<file path="src/rtl/isp_cfg_pkg.sv">
// Shared definitions for the ISP front-end configuration controller.
//   - register map indices and per-field widths/offsets into the packed
//     configuration vector
//   - enable bit positions inside the enable register
//   - reset defaults (unity gain) and the commit FSM state encoding
package isp_cfg_pkg;

    localparam int CFG_AW     = 4;
    localparam int CFG_DW     = 16;
    localparam int NUM_FIELDS = 12;
    localparam int EN_W       = 13;
    localparam int NR_W       = 4;
    localparam int GAIN_W     = 8;

    // Register map
    localparam int ADDR_EN           = 0;
    localparam int ADDR_DPC_THR      = 1;
    localparam int ADDR_BLC_R        = 2;
    localparam int ADDR_BLC_GR       = 3;
    localparam int ADDR_BLC_GB       = 4;
    localparam int ADDR_BLC_B        = 5;
    localparam int ADDR_NR_LEVEL     = 6;
    localparam int ADDR_DGAIN_GAIN   = 7;
    localparam int ADDR_DGAIN_OFFSET = 8;
    localparam int ADDR_WB_RGAIN     = 9;
    localparam int ADDR_WB_GGAIN     = 10;
    localparam int ADDR_WB_BGAIN     = 11;

    // Bit positions inside the enable register
    localparam int EN_DPC      = 0;
    localparam int EN_BLC      = 1;
    localparam int EN_BNR      = 2;
    localparam int EN_DGAIN    = 3;
    localparam int EN_DEMOSIC  = 4;
    localparam int EN_WB       = 5;
    localparam int EN_CCM      = 6;
    localparam int EN_CSC      = 7;
    localparam int EN_GAMMA    = 8;
    localparam int EN_NR2D     = 9;
    localparam int EN_EE       = 10;
    localparam int EN_STAT_AE  = 11;
    localparam int EN_STAT_AWB = 12;

    // 4.4 fixed point 1.0
    localparam logic [GAIN_W-1:0] GAIN_UNITY = 8'h10;

    typedef enum logic [1:0] {
        ST_IDLE    = 2'd0,
        ST_PENDING = 2'd1,
        ST_APPLY   = 2'd2
    } cfg_state_t;

    function automatic int field_width(input int idx, input int bits);
        case (idx)
            ADDR_EN:         return EN_W;
            ADDR_NR_LEVEL:   return NR_W;
            ADDR_DGAIN_GAIN,
            ADDR_WB_RGAIN,
            ADDR_WB_GGAIN,
            ADDR_WB_BGAIN:   return GAIN_W;
            default:         return bits;
        endcase
    endfunction

    // Fields are packed back to back in address order.
    function automatic int field_offset(input int idx, input int bits);
        int off;
        off = 0;
        for (int i = 0; i < idx; i++) begin
            off += field_width(i, bits);
        end
        return off;
    endfunction

    function automatic int cfg_vec_width(input int bits);
        return field_offset(NUM_FIELDS, bits);
    endfunction

    function automatic logic [CFG_DW-1:0] field_reset(input int idx);
        case (idx)
            ADDR_DGAIN_GAIN,
            ADDR_WB_RGAIN,
            ADDR_WB_GGAIN,
            ADDR_WB_BGAIN:   return {8'h00, GAIN_UNITY};
            default:         return '0;
        endcase
    endfunction

    // Reset image of the whole packed vector; callers slice the low bits.
    function automatic logic [NUM_FIELDS*CFG_DW-1:0] cfg_reset_vec(input int bits);
        logic [NUM_FIELDS*CFG_DW-1:0] vec;
        vec = '0;
        for (int i = 0; i < NUM_FIELDS; i++) begin
            vec |= (NUM_FIELDS*CFG_DW)'(field_reset(i)) << field_offset(i, bits);
        end
        return vec;
    endfunction

endpackage

</file>
<file path="src/rtl/isp_vsync_edge.sv">
// Frame boundary detector shared by the configuration controller and the
// statistics blocks.
//   pclk, rst_n : clock, asynchronous active-low reset
//   in_vsync    : frame sync, high during a frame
//   vs_rise     : combinational, high in the cycle in_vsync is first seen high
//   frame_cnt   : count of vs_rise events, wraps
module isp_vsync_edge #(
    parameter int FCNT_BITS = 16
) (
    input  logic                 pclk,
    input  logic                 rst_n,
    input  logic                 in_vsync,
    output logic                 vs_rise,
    output logic [FCNT_BITS-1:0] frame_cnt
);

    logic                 vs_d_reg;
    logic [FCNT_BITS-1:0] frame_cnt_reg;

    assign vs_rise   = in_vsync & ~vs_d_reg;
    assign frame_cnt = frame_cnt_reg;

    always_ff @(posedge pclk or negedge rst_n) begin
        if (!rst_n) begin
            vs_d_reg      <= 1'b0;
            frame_cnt_reg <= '0;
        end else begin
            vs_d_reg <= in_vsync;
            if (vs_rise) begin
                frame_cnt_reg <= frame_cnt_reg + FCNT_BITS'(1);
            end
        end
    end

endmodule

</file>
<file path="src/rtl/isp_cfg_sync_ctrl.sv">
// Frame-synchronous configuration controller for the raw ISP front end.
// The host fills a shadow bank through a valid/ready port and arms a commit;
// the shadow bank is copied to the active bank only at a frame boundary (or
// after an optional timeout), so pipeline stages never see a mid-frame change.
//   pclk, rst_n          : clock, asynchronous active-low reset
//   in_vsync             : frame sync, high during a frame
//   cfg_*                : host register port (valid/ready, read data 1 cycle later)
//   commit_req           : one-cycle pulse arming a commit
//   commit_pending       : commit armed and not yet applied
//   cfg_applied          : one-cycle pulse, active bank just updated
//   timeout_flag         : sticky, last apply was forced by the timeout
//   addr_err             : sticky, an unmapped address was accessed
//   frame_cnt            : in_vsync rising-edge count
//   en_o .. wb_bgain     : active stage enables and coefficients
module isp_cfg_sync_ctrl
    import isp_cfg_pkg::*;
#(
    parameter int          BITS           = 8,
    parameter int unsigned TIMEOUT_CYCLES = 0,
    parameter int          FCNT_BITS      = 16
) (
    input  logic                 pclk,
    input  logic                 rst_n,
    input  logic                 in_vsync,
    input  logic                 cfg_valid,
    output logic                 cfg_ready,
    input  logic                 cfg_we,
    input  logic [3:0]           cfg_addr,
    input  logic [15:0]          cfg_wdata,
    output logic [15:0]          cfg_rdata,
    output logic                 cfg_rvalid,
    input  logic                 commit_req,
    output logic                 commit_pending,
    output logic                 cfg_applied,
    output logic                 timeout_flag,
    output logic                 addr_err,
    output logic [FCNT_BITS-1:0] frame_cnt,
    output logic [12:0]          en_o,
    output logic [BITS-1:0]      dpc_threshold,
    output logic [BITS-1:0]      blc_r,
    output logic [BITS-1:0]      blc_gr,
    output logic [BITS-1:0]      blc_gb,
    output logic [BITS-1:0]      blc_b,
    output logic [BITS-1:0]      dgain_offset,
    output logic [3:0]           nr_level,
    output logic [7:0]           dgain_gain,
    output logic [7:0]           wb_rgain,
    output logic [7:0]           wb_ggain,
    output logic [7:0]           wb_bgain
);

    localparam int VEC_W  = cfg_vec_width(BITS);
    localparam int WAIT_W = (TIMEOUT_CYCLES > 1) ? $clog2(TIMEOUT_CYCLES) : 1;
    localparam logic [WAIT_W-1:0] WAIT_LAST =
        (TIMEOUT_CYCLES > 0) ? WAIT_W'(TIMEOUT_CYCLES - 1) : '0;
    localparam bit TIMEOUT_EN = (TIMEOUT_CYCLES != 0);
    localparam logic [NUM_FIELDS*CFG_DW-1:0] RESET_ALL = cfg_reset_vec(BITS);
    localparam logic [VEC_W-1:0] RESET_VEC = RESET_ALL[VEC_W-1:0];

    cfg_state_t        state_reg;
    logic [WAIT_W-1:0] wait_cnt_reg;
    logic              forced_reg;
    logic              cfg_applied_reg;
    logic              timeout_flag_reg;

    logic [VEC_W-1:0]  shadow_reg;
    logic [VEC_W-1:0]  shadow_next;
    logic [VEC_W-1:0]  active_reg;
    logic [15:0]       cfg_rdata_reg;
    logic              cfg_rvalid_reg;
    logic              addr_err_reg;

    logic              vs_rise;
    logic              accept;
    logic              wr_en;
    logic              rd_en;
    logic              addr_mapped;
    logic [15:0]       rd_field [16];

    // Upper write-data bits beyond the widest field are intentionally ignored.
    logic              unused_wdata;
    assign unused_wdata = ^cfg_wdata;

    isp_vsync_edge #(
        .FCNT_BITS (FCNT_BITS)
    ) u_vsync_edge (
        .pclk      (pclk),
        .rst_n     (rst_n),
        .in_vsync  (in_vsync),
        .vs_rise   (vs_rise),
        .frame_cnt (frame_cnt)
    );

    // Writes are blocked during the copy cycle so shadow never changes under it.
    assign cfg_ready      = (state_reg != ST_APPLY);
    assign commit_pending = (state_reg != ST_IDLE);
    assign accept         = cfg_valid & cfg_ready;
    assign wr_en          = accept & cfg_we;
    assign rd_en          = accept & ~cfg_we;
    assign addr_mapped    = (cfg_addr < 4'(NUM_FIELDS));

    // Per-address write slice and zero-extended read tap. Unmapped addresses
    // match no write slice and read as zero.
    generate
        for (genvar gi = 0; gi < 16; gi++) begin : g_field
            if (gi < NUM_FIELDS) begin : g_mapped
                localparam int OFF = field_offset(gi, BITS);
                localparam int W   = field_width(gi, BITS);
                assign shadow_next[OFF +: W] =
                    (wr_en && cfg_addr == 4'(gi)) ? cfg_wdata[W-1:0] : shadow_reg[OFF +: W];
                assign rd_field[gi] = 16'(shadow_reg[OFF +: W]);
            end else begin : g_unmapped
                assign rd_field[gi] = '0;
            end
        end
    endgenerate

    always_ff @(posedge pclk or negedge rst_n) begin
        if (!rst_n) begin
            shadow_reg     <= RESET_VEC;
            active_reg     <= RESET_VEC;
            cfg_rdata_reg  <= '0;
            cfg_rvalid_reg <= 1'b0;
            addr_err_reg   <= 1'b0;
        end else begin
            shadow_reg     <= shadow_next;
            cfg_rvalid_reg <= rd_en;
            if (rd_en) begin
                cfg_rdata_reg <= rd_field[cfg_addr];
            end
            if (accept && !addr_mapped) begin
                addr_err_reg <= 1'b1;
            end
            if (state_reg == ST_APPLY) begin
                active_reg <= shadow_reg;
            end
        end
    end

    // Commit FSM. forced_reg records why PENDING left so APPLY can update the
    // sticky timeout flag together with the copy.
    always_ff @(posedge pclk or negedge rst_n) begin
        if (!rst_n) begin
            state_reg        <= ST_IDLE;
            wait_cnt_reg     <= '0;
            forced_reg       <= 1'b0;
            cfg_applied_reg  <= 1'b0;
            timeout_flag_reg <= 1'b0;
        end else begin
            cfg_applied_reg <= 1'b0;
            case (state_reg)
                ST_IDLE: begin
                    if (commit_req) begin
                        state_reg    <= ST_PENDING;
                        wait_cnt_reg <= '0;
                    end
                end
                ST_PENDING: begin
                    // A frame edge wins over a coincident timeout.
                    if (vs_rise) begin
                        state_reg  <= ST_APPLY;
                        forced_reg <= 1'b0;
                    end else if (TIMEOUT_EN && wait_cnt_reg == WAIT_LAST) begin
                        state_reg  <= ST_APPLY;
                        forced_reg <= 1'b1;
                    end else begin
                        wait_cnt_reg <= wait_cnt_reg + WAIT_W'(1);
                    end
                end
                ST_APPLY: begin
                    cfg_applied_reg  <= 1'b1;
                    timeout_flag_reg <= forced_reg;
                    if (commit_req) begin
                        state_reg    <= ST_PENDING;
                        wait_cnt_reg <= '0;
                    end else begin
                        state_reg <= ST_IDLE;
                    end
                end
                default: begin
                    state_reg <= ST_IDLE;
                end
            endcase
        end
    end

    assign cfg_rdata    = cfg_rdata_reg;
    assign cfg_rvalid   = cfg_rvalid_reg;
    assign cfg_applied  = cfg_applied_reg;
    assign timeout_flag = timeout_flag_reg;
    assign addr_err     = addr_err_reg;

    assign en_o          = active_reg[field_offset(ADDR_EN, BITS)           +: EN_W];
    assign dpc_threshold = active_reg[field_offset(ADDR_DPC_THR, BITS)      +: BITS];
    assign blc_r         = active_reg[field_offset(ADDR_BLC_R, BITS)        +: BITS];
    assign blc_gr        = active_reg[field_offset(ADDR_BLC_GR, BITS)       +: BITS];
    assign blc_gb        = active_reg[field_offset(ADDR_BLC_GB, BITS)       +: BITS];
    assign blc_b         = active_reg[field_offset(ADDR_BLC_B, BITS)        +: BITS];
    assign nr_level      = active_reg[field_offset(ADDR_NR_LEVEL, BITS)     +: NR_W];
    assign dgain_gain    = active_reg[field_offset(ADDR_DGAIN_GAIN, BITS)   +: GAIN_W];
    assign dgain_offset  = active_reg[field_offset(ADDR_DGAIN_OFFSET, BITS) +: BITS];
    assign wb_rgain      = active_reg[field_offset(ADDR_WB_RGAIN, BITS)     +: GAIN_W];
    assign wb_ggain      = active_reg[field_offset(ADDR_WB_GGAIN, BITS)     +: GAIN_W];
    assign wb_bgain      = active_reg[field_offset(ADDR_WB_BGAIN, BITS)     +: GAIN_W];

endmodule

</file>
<file path="config.mk">
export PLATFORM = sky130hd
export DESIGN_NAME = isp_cfg_sync_ctrl
export DESIGN_NICKNAME = d
export VERILOG_FILES = /design/src/rtl/isp_cfg_pkg.sv /design/src/rtl/isp_vsync_edge.sv /design/src/rtl/isp_cfg_sync_ctrl.sv
export SDC_FILE = /design/constraint.sdc
export NUM_CORES = 1
export LEC_CHECK = 0
export CAP_MARGIN = 20
export CORE_MARGIN = 2
export CORE_UTILIZATION = 50
export DETAILED_ROUTE_END_ITERATION = 10
export GPL_TIMING_DRIVEN = 0
export PLACE_DENSITY = 0.76
export SYNTH_ARGS = -nofsm -noshare
export SYNTH_HDL_FRONTEND = slang
export SYNTH_SLANG_ARGS = --single-unit
</file>
<file path="constraint.sdc">
create_clock -name pclk -period 1.97 [get_ports pclk]
set_input_delay 0.4925 -clock pclk [delete_from_list [all_inputs] [get_ports pclk]]
set_output_delay 0.4925 -clock pclk [all_outputs]
set_load 0.02 [all_outputs]
</file>
==> results by group <==
Synth
  – Top cell type's share of synthesized area: 0.582
  – Async SR Flop Fraction: 1.00
  – Most frequent cell after synthesis: nand2_1
  – Yosys top cell by area: dfrtp_1
  – Synth cell count leaders: nand2_1, dfrtp_1, mux2_2
  – Top FF cell, synth: dfrtp_1
  – Flops & latches, synth: ~230
  – Number of synthesized flops with an enable pin: 0
  – Sequential area share after synthesis: 0.604
  – Synth Instances: around 820
  – Synth Area per Inst: 11.6 um^2
  – Top cells by area, synth: dfrtp_1, mux2_2, nand2_1
  – Synth Warn #: 0
  – Yosys cell types: 42
  – Syn Std Cell Area: between 9000 and 10000 um^2

Timing
  – Final period util: 1.07
  – Clk_skew: between 0.007 and 0.008 ns
  – F_max: 474 MHz
  – Hold Vio Cnt, Final: 0
  – Worst hold slack: 0.386 ns
  – Pins Over Slew Limit: 0
  – Max transition margin: 0.491
  – RSZ-0062 raised after global routing: yes
  – Worst slew pin tran: 0.764 ns
  – Setup-failing EPs final: 34
  – Worst setup margin: -0.138 ns
  – Crit path time final: 2.11 ns

Die
  – Effective utilization at floorplan: 0.508
  – Core Footprint: 18700 um^2
  – Die area: ~20000 um^2
  – Cell Rows: 50
  – Die W: 142 um
  – Ports: ~160
  – Die Span Y: 142 um

Setup path
  – Setup slack, reg-to-reg: -0.07 ns
  – CP arrival: 1.62 ns
  – Worst Path Max Fanout: 8
  – R2R Path End: shadow_reg[29]
  – Reg2Reg Depth: 9
  – Startpoint type of the worst setup path: register
  – Critical Path End Type: primary output
  – Crit path kind: register to primary output
  – Critical Path RT: 1.48 ns
  – Reg-to-reg startpoint: state_reg[1]

Power
  – Leak: 6.95 nW
  – Pwr/cell area: 1240 nW/um^2
  – Worst vdd ir: 0.729 mV

Status
  – Outcome: complete, but fails checks
  – Failing checks: setup timing

Cells and area
  – Nets@finish: roughly 1000
  – Reg area: 5740 um^2
  – Area of the multi-input gates: 3640 um^2
  – Fin cells: 1275
  – Layout cells sized above 1: 0.232
  – Area growth syn-to-layout: 32.7%
  – Fill cell count: 1373

Global route
  – All-Layer GR Usage: 0.246
  – Initial antenna violation count: 2
  – Vias in the first global route: 6973
  – Largest net degree at the start of global routing: between 100 and 150
  – Global-route wire length before repair: 38500 um
  – Grt ovf: 0

Clock tree
  – CTS sink cnt: approximately 230
  – TritonCTS buffer count: 24
  – CTS tree: done
  – Clock Latency Late Sink: 0.51 ns
  – Clock Path Buffers: 3
  – Worst-path clk slew: 0.06 ns
  – CTS root buffer: clkbuf_16
  – H-tree depth: 1

Routing
  – Router iterations before antenna repair: 7
  – Detailed router's first-iteration violation count: 568
  – Routed WL: 24900 um
  – DR vias/cell: 5.44
  – Post-DR wirelength/cell: 19.5 um
  – Residual DRC: 0
  – Antenna Nets Post-Route: 0
  – Vias: a little under 7000

Place
  – # placed instances: 1208
  – RePlAce Congestion: 0.912
  – Hpwl dp: 16500 um
  – # port buffers: 150

Flow run
  – MaxCap Viol Count: 0

Min path
  – Hold Crit Class: input port to async pin
[power breakdown]
part           switching [mW]  total (mW)  internal, mW  leakage, nW
clock                    1.80        4.73          2.93        0.419
combinational            2.32        4.15          1.83         3.55
sequential              0.843        6.73          5.89         2.97
total                    4.96        15.6          10.7         6.95
[cells by family (layout without fill, tap and decap cells)]
group,Yosys count,count (layout),share of synthesized area
and+or+nand+nor,371,371,0.167
DFF,229,229,0.604
muxes,129,129,0.171
buffers and inverters,51,269,0.0245
AOI/OAI and AO/OA,22,22,0.0180
xor gates and xnor gates,15,15,0.0138
adders and majority gates,1,1,0.00132
other,1,5,0.000395
[routing by layer]
layer	global-route usage	wire length (um)	up-vias
met4	0.0858	816	2
met1	0.327	10200	3437
met3	0.0550	1950	69
met2	0.403	12000	281
li1	-	-	3141
met5	0	13	-
[placed cells by master, fill, tap and decap left out, types with 4 or more instances in the layout]
cell             instances
buf_2                    8
xnor2_1                 10
mux4_2                  16
dfstp_2                  8
dfrtp_1                221
nand2_1                308
clkbuf_1                28
nor4_1                   5
nand4_1                  4
clkbuf_8                 6
a21oi_1                  4
buf_6                    6
buf_12                   6
a221o_1                  4
nor3_4                   4
clkdlybuf4s50_1         20
a221oi_1                 4
clkinv_2                 5
xor2_1                   5
conb_1                   4
dlygate4sd2_1           89
mux2i_1                  4
mux2_4                   6
buf_4                   19
clkbuf_16               26
o22ai_1                  5
dlymetal6s2s_1          38
nor2_4                   8
nor2_1                   8
mux2_2                 102
a2bb2oi_1                4
nand2b_1                 4
nand3_1                 11
[repair_timing]
item	4_1_cts	5_1_grt
resized for setup	128	59
setup endpoints to repair	180	151
hold buffers	1	0
cloned	0	1
pin swaps	2	7
buffers inserted	11	11
hold endpoints to repair	16	0
[worst max-delay path, cell delays in order (launching register included)]
cell and delay [ns]:
dfrtp_1 0.35, nor2b_2 0.16, buf_6 0.15, inv_8 0.04, buf_12 0.12, clkbuf_16 0.15
buf_8 0.12
[metrics by stage]
| stage | power, mW | utilization | setup WS, ns | TNS (ns) | instance area [um^2] |
|---|---|---|---|---|---|
| 6_report | 15.6 | 0.674 | -0.138 | -1.51 | 12600 |
| 5_1_grt | 16.4 | 0.674 | -0.212 | -2.54 | 12600 |
| 4_1_cts | 15.7 | 0.659 | -0.164 | -1.78 | 12300 |
| 3_5_place_dp | 11.2 | 0.608 | -0.703 | -61.08 | 11400 |
| 3_3_place_gp | 11.1 | 0.605 | -9.04 | -2104.72 | 11300 |
| 2_1_floorplan | 8.93 | - | 0.0327 | 0 | 9510 |
[cell type report]
| class | count | area share |
|---|---|---|
| flip-flops and latches | 229 | 0.455 |
| multi-input cells | 542 | 0.289 |
| repair buffers | 176 | 0.144 |
| clock buffers | 36 | 0.0576 |
| well taps | 234 | 0.0232 |
| plain buffers | 45 | 0.0206 |
| clock inverters | 8 | 0.00913 |
| inverters | 4 | 0.00179 |
| diodes | 1 | 0.000198 |
[worst max-delay path by stage]
stage / from / end / slack (ns)
6_report: state_reg[1] / cfg_ready / -0.14
5_1_grt: state_reg[1] / cfg_ready / -0.21
4_1_cts: state_reg[0] / cfg_ready / -0.16
3_5_place_dp: cfg_addr[0] / cfg_rdata[12] / -0.70
3_3_place_gp: rst_n / u_vsync_edge.frame_cnt[15] / -9.04
2_1_floorplan: cfg_addr[1] / cfg_rdata[4] / 0.03
(Power assumes the default switching activity.)
